`config.mk`:
```
export PLATFORM = sky130hd
export DESIGN_NAME = pe_bfu_pipe
export DESIGN_NICKNAME = d
export VERILOG_FILES = /design/src/rtl/pe_bfu_pipe.sv
export SDC_FILE = /design/constraint.sdc
export NUM_CORES = 1
export LEC_CHECK = 0
export BUFFER_PORTS_ARGS = -buffer_cell sky130_fd_sc_hd__buf_2
export CAP_MARGIN = 25
export CORE_ASPECT_RATIO = 0.5
export CORE_MARGIN = 1
export CORE_UTILIZATION = 46
export CTS_CLUSTER_DIAMETER = 100
export DETAILED_ROUTE_END_ITERATION = 6
export GPL_TIMING_DRIVEN = 0
export PLACE_DENSITY = 0.66
export SETUP_SLACK_MARGIN = 0.15
export SYNTH_ARGS = -nofsm -noshare
export SYNTH_HDL_FRONTEND = slang
export SYNTH_SLANG_ARGS = --single-unit
export TNS_END_PERCENT = 5
```
`constraint.sdc`:
```
create_clock -name clk -period 19 [get_ports clk]
set_input_delay 0 -clock clk [delete_from_list [all_inputs] [get_ports clk]]
set_output_delay 0 -clock clk [all_outputs]
set_load 0.005 [all_outputs]
```
`src/rtl/pe_bfu_pipe.sv`:
```
// Pipelined NTT/INTT butterfly for one lane: the mode travels with each beat, the twiddle is an input.
// Four register stages; when the output is held, every stage holds and in_ready drops.
module pe_bfu_pipe #(
  parameter int DATA_WIDTH = 12,
  parameter int Q          = 3329,
  parameter int TAG_WIDTH  = 8,
  parameter bit HALVE      = 1'b0
) (
  input  logic                  clk,
  input  logic                  rst,
  input  logic                  in_valid,
  output logic                  in_ready,
  input  logic                  in_mode,
  input  logic [DATA_WIDTH-1:0] in_u,
  input  logic [DATA_WIDTH-1:0] in_v,
  input  logic [DATA_WIDTH-1:0] in_w,
  input  logic [TAG_WIDTH-1:0]  in_tag,
  output logic                  out_valid,
  input  logic                  out_ready,
  output logic [DATA_WIDTH-1:0] bf_upper,
  output logic [DATA_WIDTH-1:0] bf_lower,
  output logic                  out_mode,
  output logic [TAG_WIDTH-1:0]  out_tag
);
  localparam int DW = DATA_WIDTH;
  localparam int K  = 2 * DATA_WIDTH;
  localparam longint unsigned MU = (64'd1 << K) / 64'(Q);
  localparam logic [K:0]    MU_L = (K+1)'(MU);
  localparam logic [DW:0]   Q1   = (DW+1)'(Q);
  localparam logic [DW+1:0] Q2   = (DW+2)'(Q);
  localparam logic [K-1:0]  QK   = K'(Q);

  function automatic logic [DW-1:0] mod_add(input logic [DW-1:0] a, input logic [DW-1:0] b);
    logic [DW:0] s;
    s = {1'b0, a} + {1'b0, b};
    if (s >= Q1) s = s - Q1;
    return s[DW-1:0];
  endfunction

  // A borrow sets the top bit; adding Q modulo 2^(DW+1) lands back in [0, Q).
  function automatic logic [DW-1:0] mod_sub(input logic [DW-1:0] a, input logic [DW-1:0] b);
    logic [DW:0] d;
    d = {1'b0, a} - {1'b0, b};
    if (d[DW]) d = d + Q1;
    return d[DW-1:0];
  endfunction

  // Barrett with k = 2*DW: the quotient estimate is low by at most two, so at most two corrections.
  function automatic logic [DW-1:0] reduce(input logic [K-1:0] x);
    logic [DW-1:0] q;
    logic [DW+1:0] r;
    q = DW'(({{(K+1){1'b0}}, x} * {{K{1'b0}}, MU_L}) >> K);
    r = (DW+2)'(x - {{DW{1'b0}}, q} * QK);
    if (r >= Q2) r = r - Q2;
    if (r >= Q2) r = r - Q2;
    return r[DW-1:0];
  endfunction

  function automatic logic [DW-1:0] halve(input logic [DW-1:0] x);
    logic [DW:0] s;
    s = x[0] ? ({1'b0, x} + Q1) : {1'b0, x};
    s = s >> 1;
    return s[DW-1:0];
  endfunction

  logic                 s1_valid, s1_mode;
  logic [TAG_WIDTH-1:0] s1_tag;
  logic [DW-1:0]        s1_u, s1_v, s1_w;
  logic                 s2_valid, s2_mode;
  logic [TAG_WIDTH-1:0] s2_tag;
  logic [DW-1:0]        s2_a;
  logic [K-1:0]         s2_p;
  logic                 s3_valid, s3_mode;
  logic [TAG_WIDTH-1:0] s3_tag;
  logic [DW-1:0]        s3_a, s3_r;
  logic                 s4_valid, s4_mode;
  logic [TAG_WIDTH-1:0] s4_tag;
  logic [DW-1:0]        s4_up, s4_lo;

  logic          adv;
  logic [DW-1:0] sum_uv, diff_uv, mul_a, a_sel;
  logic [K-1:0]  prod;
  logic [DW-1:0] nxt_up, nxt_lo;

  assign adv      = !s4_valid || out_ready;
  assign in_ready = adv;

  // INTT subtracts before multiplying, so the twiddle multiplies the difference instead of v.
  assign sum_uv  = mod_add(s1_u, s1_v);
  assign diff_uv = mod_sub(s1_u, s1_v);
  assign mul_a   = s1_mode ? diff_uv : s1_v;
  assign a_sel   = s1_mode ? sum_uv : s1_u;
  assign prod    = {{DW{1'b0}}, mul_a} * {{DW{1'b0}}, s1_w};

  always_comb begin
    nxt_up = mod_add(s3_a, s3_r);
    nxt_lo = mod_sub(s3_a, s3_r);
    if (s3_mode) begin
      nxt_up = HALVE ? halve(s3_a) : s3_a;
      nxt_lo = HALVE ? halve(s3_r) : s3_r;
    end
  end

  always_ff @(posedge clk or posedge rst) begin
    if (rst) begin
      s1_valid <= 1'b0; s1_mode <= 1'b0; s1_tag <= '0;
      s1_u     <= '0;   s1_v    <= '0;   s1_w   <= '0;
      s2_valid <= 1'b0; s2_mode <= 1'b0; s2_tag <= '0;
      s2_a     <= '0;   s2_p    <= '0;
      s3_valid <= 1'b0; s3_mode <= 1'b0; s3_tag <= '0;
      s3_a     <= '0;   s3_r    <= '0;
      s4_valid <= 1'b0; s4_mode <= 1'b0; s4_tag <= '0;
      s4_up    <= '0;   s4_lo   <= '0;
    end else if (adv) begin
      s1_valid <= in_valid; s1_mode <= in_mode; s1_tag <= in_tag;
      s1_u     <= in_u;     s1_v    <= in_v;    s1_w   <= in_w;
      s2_valid <= s1_valid; s2_mode <= s1_mode; s2_tag <= s1_tag;
      s2_a     <= a_sel;    s2_p    <= prod;
      s3_valid <= s2_valid; s3_mode <= s2_mode; s3_tag <= s2_tag;
      s3_a     <= s2_a;     s3_r    <= reduce(s2_p);
      s4_valid <= s3_valid; s4_mode <= s3_mode; s4_tag <= s3_tag;
      s4_up    <= nxt_up;   s4_lo   <= nxt_lo;
    end
  end

  assign out_valid = s4_valid;
  assign out_mode  = s4_mode;
  assign out_tag   = s4_tag;
  assign bf_upper  = s4_up;
  assign bf_lower  = s4_lo;
endmodule

```
==> out/qor.csv <==
stage,metric,value,unit
synth,ys_seq_area_share,18.6,%
sta,max_freq,78.3,MHz
synth,async_flop_share,100,%
global_route,grtUsageTotal,23.9,%
clock_tree,h-tree-depth,4,
global_route,grt_pass1_wl,90600,microns
clock_tree,clk_latency,0.45,ns
synth,synth-seq-cells,160,
sta,finalSetupTns,0,ns
floorplanning,die-height,155,microns
global_route,grt_max_degree,129,
clock_tree,cts-resized-gates,0,
clock_tree,cts_tree,built,
clock_tree,cts_buffers,17,
global_route,antenna_found_initial,0,
critical_path,start_kind,flip-flop,
place,dp.cells,3184,
clock_tree,clk_pin_slew,0.08,ns
worst_hold_path,hp-class,input pin to asynchronous set/reset pin,
critical_path,crit_path_max_incr_delay,0.71,ns
synth,synth.avg_cell_area,8.69,sq um
clock_tree,cts.sinks,160,
place,gp_congestion,0.944,
sta,finalCriticalPeriod,12.77,ns
drt,viasPerCell,5.31,
finish,stdcell_count,3263,
synth,ys_warn_count,0,
critical_path,r2r_slack,6.23,ns
sta,finalSetupViolations,0,
drt,highest_layer,met4,
critical_path,required,19.31,ns
finish,antenna_cells,0,
place,post-dp-hpwl,45100,microns
synth,yosys.cell_count.top_type,nand2_1,
clock_tree,root_buffer,clkbuf_16,
floorplanning,core,45600,sq um
synth,yosys-top-cells-count,"nand2_1 (415), inv_1 (389), ha_1 (279), fa_1 (239), dfrtp_1 (160)",
sta,final_hold_viol_count,0,
critical_path,end_kind,flip-flop,
drt,vias,17300,
drt,drc_errors,0,
critical_path,crit_slowest_cell,dfrtp_1,
finish,final_nets,3190,
drt,drtAntennaViolNets,0,
critical_path,critPathKind,flip-flop to flip-flop,
floorplanning,initial_core_util,47.1,%
drt,wl_per_cell,16.9,microns
sta,drv_slew,0,
synth,synth_top_flop_cell,dfrtp_1,
status,run_status,finished clean,
drt,wl_met1,26100,microns
synth,synth_cell_type_count,86,
finish,area_delta_synth_final,10.8,%
sta,fin_worst_skew,0.0148,ns
drt,dr_wl_met3,3320,microns
floorplanning,num_io_pins,84,
clock_tree,cts_buffer_depth,2,
drt,first_pass_iters,5,
global_route,grt_pass1_vias,17100,
floorplanning,core.rowCount,55,
sta,rsz0062_at_grt,no,
floorplanning,die-area,47700,sq um
sta,slew_headroom,38.7,%
global_route,grt_overflow_total,0,
finish,drive_above_1_share,6.15,%
synth,synth_area,21500,sq um
sta,finalCritPeriodShare,67.2,%
sta,hold_ws,0.0843,ns
synth,synth_edf_count,0,
synth,yosys-top-cells-area,"fa_1 (22%), dfrtp_1 (19%), ha_1 (16%)",
synth,syn_inst,2473,
synth,synth_top_area_share,22.3,%
floorplanning,die_x,308,microns
sta,worst_pin_slew,0.909,ns
critical_path,arrival,13.08,ns
drt,wirelength,55200,microns
drt,drt_iter0_drc,1106,
critical_path,critPathMaxFanout,10,
synth,synth_largest_area_cell,fa_1,
flow_run,drv_cap,0,
synth,syn_nets,3040,
place,numPortBuffers,83,
drt,met2_length,24900,microns
[sequential cells by signal, summed over array words and instances (netlist names), 8 cells and up]
signal    count
bf_lower     12
bf_upper     12
out_tag       8
s1_tag        8
s1_u         12
s1_v         12
s1_w         12
s2_a         12
s2_p         24
s2_tag        8
s3_a         12
s3_r         12
s3_tag        8
[placed cells by master (no fill, tap or decap), types with 7 or more instances in the layout]
master	instances
a211o_1	7
a211oi_1	8
a21boi_0	8
a21o_1	20
a21oi_1	103
a31oi_1	17
and2_1	33
and3_1	44
buf_2	85
clkbuf_1	75
clkbuf_16	17
dfrtp_1	160
dlygate4sd3_1	47
fa_1	239
ha_1	279
inv_1	388
mux2i_1	12
nand2_1	415
nand2b_1	24
nand3_1	30
nand3b_1	8
nand4_1	13
nor2_1	118
nor2b_1	24
nor3_1	36
nor4_1	11
o211a_1	9
o211ai_1	13
o21a_1	17
o21ai_0	102
o21bai_1	8
o31ai_1	9
or2_2	15
or3_1	16
xnor2_1	81
xor2_1	33
[area by class of cell]
class,instances,area [sq um]
fill,4268,21800
multi-input combinational,1839,15700
tap,627,785
timing repair buffer,131,913
clock inverter,14,168
buffer,84,325
sequential,160,4000
clock buffer,18,439
inverter,390,1470
[logic make-up after synthesis]
group                    after synthesis  share of synthesized area (%)
AND/OR/NAND/NOR                      805                           17.1
adder cells (fa/ha/maj)              518                           38.5
buffers and inverters                474                           8.32
AO/OA/AOI/OAI                        386                           11.9
flip-flops                           160                           18.6
XOR/XNOR                             118                           4.98
multiplexers                          12                          0.559
[worst paths after layout]
kind | from | to | cells past startpoint
worst min register to register | out_tag[6]$_DFFE_PP0P_ | out_tag[6]$_DFFE_PP0P_ | 2
worst max register to register | s2_p[13]$_DFFE_PP0P_ | s3_r[4]$_DFFE_PP0P_ | 46
worst max-delay path | s2_p[13]$_DFFE_PP0P_ | s3_r[4]$_DFFE_PP0P_ | 46
min in group clk | out_ready | bf_upper[2]$_DFFE_PP0P_ | 5
max in group asynchronous | rst | s2_p[14]$_DFFE_PP0P_ | 4
worst min-delay path | rst | s1_tag[3]$_DFFE_PP0P_ | 3
[repair_timing]
item / 4_1_cts / 5_1_grt
endpoints found under the setup margin: 0 / 0
endpoints found under the hold margin: 91 / 0
buffers inserted: 0 / 0
hold buffers: 47 / 0
[stage by stage]
| stage | worst slack [ns] | area, sq um | utilization (%) |
|---|---|---|---|
| after floorplan | 7.84 | 21500 | - |
| after global placement | 6.39 | 22700 | 49.7 |
| after detailed placement | 6.30 | 22700 | 49.8 |
| after CTS | 6.27 | 23800 | 52.2 |
| after global routing | 5.36 | 23800 | 52.2 |
| final | 6.23 | 23800 | 52.2 |
[metal layers]
| layer | global-route usage, % | vias up |
|---|---|---|
| met2 | 38.1 | 444 |
| met4 | 4.98 | 0 |
| met1 | 34.8 | 8477 |
| met5 | 0 | - |
| li1 | - | 8352 |
| met3 | 3.32 | 56 |
[worst max-delay path: cells and delay by family, from the launching register on]
family	cells	cell delay (ns)
XOR/XNOR	2	0.56
AND/OR/NAND/NOR	10	2.05
adder cells (fa/ha/maj)	12	4.84
buffers and inverters	5	0.45
AO/OA/AOI/OAI	17	4.00
flip-flops	1	0.71
Power is not shown: default switching activity piles up to over one toggle a cycle in this logic, so the estimate is an artifact.
